File: src/rtl/banco_exec.sv
// banco_exec: single-issue execute/write-back controller driving the banco register bank
module banco_exec #(
  parameter int M = 32,
  parameter int N = 10
) (
  input  logic         clk,
  input  logic         rst,
  input  logic         in_valid,
  output logic         in_ready,
  input  logic [2:0]   in_op,
  input  logic [N-1:0] in_rs1,
  input  logic [N-1:0] in_rs2,
  input  logic [N-1:0] in_rd,
  output logic [N-1:0] rd_addr1,
  output logic [N-1:0] rd_addr2,
  input  logic [M-1:0] rd_data1,
  input  logic [M-1:0] rd_data2,
  output logic [N-1:0] wr_addr,
  output logic [M-1:0] wr_data,
  output logic         wr_en,
  output logic         done,
  output logic [M-1:0] result,
  output logic         zero
);
  localparam int SW = $clog2(M);
  typedef enum logic [1:0] {IDLE, READ, EXEC, WB} stateT;
  stateT state;
  logic [2:0] op;
  logic [N-1:0] rd;
  logic [M-1:0] opA, opB, aluOut;
  // ALU over the captured operands; only the low shift bits of opB matter for SHL
  always_comb
    aluOut = op == 3'd0 ? opA + opB :
             op == 3'd1 ? opA - opB :
             op == 3'd2 ? opA & opB :
             op == 3'd3 ? opA | opB :
             op == 3'd4 ? opA ^ opB :
             op == 3'd5 ? {{(M-1){1'b0}}, $signed(opA) < $signed(opB)} :
             op == 3'd6 ? opA << opB[SW-1:0] : opA;
  // IDLE/WB accept -> READ captures operands -> EXEC registers result -> WB pulses the write
  always_ff @(posedge clk or posedge rst)
    if (rst) begin
      state <= IDLE;
      in_ready <= 1'b1;
      wr_en <= 1'b0;
      done <= 1'b0;
      rd_addr1 <= '0;
      rd_addr2 <= '0;
      wr_addr <= '0;
      wr_data <= '0;
      result <= '0;
      zero <= 1'b1;
      op <= '0;
      rd <= '0;
      opA <= '0;
      opB <= '0;
    end else begin
      wr_en <= 1'b0;
      done <= 1'b0;
      case (state)
        IDLE, WB:
          if (in_valid) begin
            op <= in_op;
            rd <= in_rd;
            rd_addr1 <= in_rs1;
            rd_addr2 <= in_rs2;
            in_ready <= 1'b0;
            state <= READ;
          end else begin
            in_ready <= 1'b1;
            state <= IDLE;
          end
        READ: begin
          opA <= rd_data1;
          opB <= rd_data2;
          state <= EXEC;
        end
        EXEC: begin
          result <= aluOut;
          zero <= aluOut == '0;
          wr_addr <= rd;
          wr_data <= aluOut;
          wr_en <= 1'b1;
          done <= 1'b1;
          in_ready <= 1'b1;
          state <= WB;
        end
      endcase
    end
endmodule

File: config.mk
export PLATFORM = sky130hd
export DESIGN_NAME = banco_exec
export DESIGN_NICKNAME = d
export VERILOG_FILES = /design/src/rtl/banco_exec.sv
export SDC_FILE = /design/constraint.sdc
export NUM_CORES = 1
export LEC_CHECK = 0
export ABC_AREA = 1
export ABC_CLOCK_PERIOD_IN_PS = 9250
export CAP_MARGIN = 40
export CORE_MARGIN = 2
export CORE_UTILIZATION = 40
export CTS_CLUSTER_DIAMETER = 40
export CTS_CLUSTER_SIZE = 40
export DETAILED_ROUTE_END_ITERATION = 10
export PLACE_DENSITY = 0.74
export RECOVER_POWER = 25
export SYNTH_ARGS = -nofsm -noshare
export SYNTH_HDL_FRONTEND = slang
export SYNTH_SLANG_ARGS = --single-unit
File: constraint.sdc
create_clock -name clk -period 9.25 [get_ports clk]
set_clock_uncertainty 0.1 [all_clocks]
set_input_delay 1.85 -clock clk [delete_from_list [all_inputs] [get_ports clk]]
set_output_delay 1.85 -clock clk [all_outputs]
set_load 0.02 [all_outputs]
# Word level (Yosys, flattened, before mapping)
# Index checks and enable logic that the tools add are counted.
# totals
regBits,144
inputBits,100
out_inout_bits,98
word_cells,46
# classes
add_sub_neg,2
magnitude_cmp,1
n_eq_ne,9
n_shift,1
n_mux,12
bitwise,3
n_reduce_logical,6
# op_table
op,count
2-to-1 mux 32 bit,7
adder 32 bit,1
AND 32 bit,1
logical NOT 32 bit,1
< comparator 32 bit,1
OR 32 bit,1
left shift 32 x 5 -> 32 bit,1
subtractor 32 bit,1
bitwise XOR 32 bit,1
equality test 3 bit (second input constant),3
equality test 3 x 2 -> 1 bit (second input constant),2
one-hot mux 2 bit (3 select lines),1
equality test 2 bit (second input constant),2
equality test 3 x 1 -> 1 bit (second input constant),1
logical NOT 3 bit,1
2-to-1 mux 1 bit,3
equality test 2 x 1 -> 1 bit (second input constant),1
logical NOT 2 bit,1
one-hot mux 1 bit (2 select lines),1
AND reduction 2 bit,1
nonzero test 2 bit,1
OR reduction 2 bit,1

# Depth between registers and ports, before layout
# depth
word_depth,9
mapped_depth,26
depth_no_buf,26

# Worst setup path before layout
# Ideal clock, no wire load.
# synth_path
kind,input to register
from,input port in_valid
to,register rd[3]
setup_time_ps,125
arrival_time_ps,2803
t_required_ps,9025
setup_slack_ps,6222
stages,3
path_buffers,1
path_cell_list,nand2_1 -> clkbuf_1 -> mux2_2
# synth_via
elab_chain_cells,1
# synth_lines
item,line_no,rtl
start: declaration,8,"input logic in_valid,"
AND reduction 2 bit (no line),-,
end signal: assignment,64,rd <= in_rd;
end: declaration,29,logic [N-1:0] rd;
# No other way between the ends.
# A chain may end at the register's enable or synchronous reset.

# Worst setup path after layout
# layout_path
from,register state[1]
to,register opB[15]
# layout_via
elab_chain_cells,1
# layout_lines
item,line_no,rtl
start: declaration,27,stateT state;
start signal: assignment,43,state <= IDLE;
start signal: assignment,68,state <= READ;
start signal: assignment,71,state <= IDLE;
equality test 2 x 1 -> 1 bit,60,case (state)
end signal: assignment,75,opB <= rd_data2;
end: declaration,30,"logic [M-1:0] opA, opB, aluOut;"
# No other way between the ends.

==> run_results.csv <==
group,metric,value,unit
run_status,run_status,"finished with violations",
run_status,violated_checks,"capacitance limit, slew limit",
yosys,synth.most_common_cell,"nand2_1",
yosys,largest_family_of_logic_cells_by_synthesized_area,"simple AND/OR/NAND/NOR gates",
routing,detailedRoute.firstPassIterationCount,6,
worst_setup_path,startpoint_type,"flop",
yosys,synthCells,2161,
global_route,maximum_number_of_pins_on_one_net_before_global_route_repair,78,
placed_design,post_dp_cell_area,15700,um2
yosys,post-synth-top-area-cell,"dfrtp_1",
clock_tree,cts_tree,"yes",
worst_setup_path,timing.critical_path.arrival,5.03,ns
yosys,synth.top_cells.by_area,"dfrtp_1 26%, nand2_1 18%, nand3_1 10%",
sta,fmaxAchievable,210,MHz
placed_design,io_buffer_count,197,
routing,via_per_inst,5.61,
min_path,min_path_cells,2,
yosys,ys_ff_latch,144,
global_route,grt_pass1_wl,86200,um
worst_setup_path,critical_path.slowest_cell,"clkbuf_1",
worst_setup_path,cpPeakStageDelay,1.95,ns
layout,num-fill-cells,3412,
sta,timing_hold_violations_final,0,
yosys,yosys.cell_types.count,44,
yosys,mappedNetlistArea,13700,um2
yosys,yosysWarningCount,0,
worst_setup_path,worst-r2r-cell-count,5,
yosys,synth.top_cell.area_share,26.0,%
layout,drive_gt1_share,4.58,%
worst_setup_path,critical_path_class,"reg2reg",
die,fp.dieH,189,um
min_path,worst_hold_path_type,"reg2reg",
die,fp-row-count,67,
layout,final_net_count,2461,
die,design.portCount,198,
placed_design,globalplace.congestion,0.986,
global_route,antenna_found_initial,0,
clock_tree,worstSkewPairLatency,0.47,ns
clock_tree,post-cts-setup-buffers,0,
sta,final_sum_of_negative_setup_slack,0,ns
routing,drt-wirelength-per-cell,20.6,um
routing,drtAntennaViolNets,0,
layout,insertedDiodeCount,0,
clock_tree,cts.hold.buffers_added,0,
global_route,grt_overflow,0,
die,total_core_area,33600,um2
run,maxCapViolCount,5,
clock_tree,cts.sink_count,144,
sta,worst_slew_slack_as_a_fraction_of_its_limit,-117,%
global_route,global_router_s_overall_resource_usage,31.5,%
yosys,asyncSetResetFlopFracSynth,100,%
worst_setup_path,worstPathMaxFanout,77,
routing,number_of_remaining_drc_errors,0,
placed_design,hpwl,43300,um
sta,final-setup-viol-count,0,
yosys,synthSimpleGateAreaFrac,34.1,%
layout,layoutNonFillerInstCount,2721,
clock_tree,clock-root-buffer,"clkbuf_16",
clock_tree,clock_path_buffers,2,
yosys,synth-adder-area-share,9.36,%
yosys,synthesis.nets,2362,
clock_tree,cts.htree.levels,4,
yosys,synth_edf_count,0,
sta,timing.final.max_slew_violations,290,
yosys,synth_xor_xnor_area_share,0.770,%
clock_tree,path_clk_slew,0.07,ns
worst_setup_path,worstPathRequired,9.51,ns
routing,routed-via-count,15300,
layout,post-route-cell-area,16300,um2
layout,flow.area_growth_from_synthesis,19.2,%
yosys,synth_compound_area_share,15.5,%
yosys,synth_flop_cell,"dfrtp_1",
die,die_w,189,um
clock_tree,cts_inserted_buffers,17,
placed_design,placed_cells,2689,
sta,fin_crit_sh,51.6,%
sta,layout_min_cycle_time,4.77,ns
die,start_util,40.6,%
die,die_area,35600,um2
worst_setup_path,cp_cell_sequence,"inv_1, ha_1, clkbuf_1, nand2_1, o21ai_0",
yosys,ys_seq_area_share,26.4,%
routing,drt_iter0_markers,1792,
clock_tree,cts_resized,0,
global_route,grt_pass1_vias,14500,
worst_setup_path,cp-end-kind,"flop",
yosys,synth.mux.area_fraction,2.47,%
routing,wl,56200,um
sta,worst-slew-pin-transition,3.23,ns
sta,grt_setup_unrepaired,"false",
yosys,synth_commonest_cells,"649 x nand2_1, 277 x nand3_1, 211 x inv_1",
yosys,syn_area_per_cell,6.32,um2
-- cells in the final DEF, fill, tap and decap left out, types with 30 or more instances in the layout --
master           synthesis  routed
a21oi_1                152     152
clkdlybuf4s50_1          0     179
dfrtp_1                142     142
ha_1                    99      99
inv_1                  211     210
mux2_2                  30      30
nand2_1                649     649
nand3_1                277     277
nor2_1                 145     145
o21ai_0                176     176
-- flip-flops by register name, summed over array words and instances, names as in the netlist, 3 cells and up --
name	count
wr_addr	10
opA	32
op	3
result	32
opB	32
rd_addr2	10
rd_addr1	10
rd	10
-- area by class of cell --
| type | instances | area, um2 | share of cell area (%) |
|---|---|---|---|
| Timing Repair Buffer | 218 | 2170 | 13.3 |
| Tap cell | 448 | 561 | 3.44 |
| Sequential cell | 144 | 3610 | 22.1 |
| Inverter | 223 | 838 | 5.15 |
| Clock buffer | 19 | 443 | 2.72 |
| Multi-Input combinational cell | 1656 | 8510 | 52.3 |
| Clock inverter | 13 | 154 | 0.945 |
-- worst max-delay path, delay by kind of cell, from the launching register on --
kind                     cells  cell delay [ns]
buffers and inverters        2             2.01
adder cells (fa/ha/maj)      1             1.53
AND/OR/NAND/NOR              1             0.39
flip-flops                   1             0.38
AO/OA/AOI/OAI                1             0.20
-- kinds of logic (layout without fill, tap and decap cells) --
family | after synthesis | in the layout
adders and majority gates | 101 | 101
and+or+nand+nor | 1115 | 1115
muxes | 30 | 30
AOI/OAI and AO/OA | 398 | 398
buffers and inverters | 361 | 473
xor gates and xnor gates | 12 | 12
DFF | 144 | 144
-- per-layer routing --
layer  track usage [%]  wire length [um]  up-vias
met3              4.69              4030      135
met2              50.1             25300      748
met4              14.8              2610        0
li1                  -                 -     7218
met1              42.0             24200     7172
met5                 0                 0        -
-- metrics by stage --
| step | worst slack (ns) | hold WS [ns] | utilization [%] |
|---|---|---|---|
| 6_report | 4.48 | 0.379 | 48.4 |
| 5_1_grt | 3.91 | 0.398 | 48.4 |
| 4_1_cts | 5.26 | 0.380 | 48.5 |
| 3_5_place_dp | 5.29 | 0.358 | 46.7 |
| 3_3_place_gp | 5.33 | 0.350 | 46.5 |
| 2_1_floorplan | 3.44 | 0.340 | - |
-- worst paths after layout --
path / end / from / slack, ns
max: opB[15]$_DFFE_PP0N_ / state[1]$_DFF_PP0_ / 4.48
max reg2reg: opB[15]$_DFFE_PP0N_ / state[1]$_DFF_PP0_ / 4.48
min reg2reg: wr_addr[0]$_DFFE_PP0P_ / wr_addr[0]$_DFFE_PP0P_ / 0.38
min: wr_addr[0]$_DFFE_PP0P_ / wr_addr[0]$_DFFE_PP0P_ / 0.38
max in group asynchronous: zero$_DFFE_PP1P_ / rst / 4.64
min in group asynchronous: op[2]$_DFFE_PP0P_ / rst / 2.65
Power is left out: the tool's default activity adds up to more than one toggle a clock period on the data nets, which glitch-free logic cannot reach.
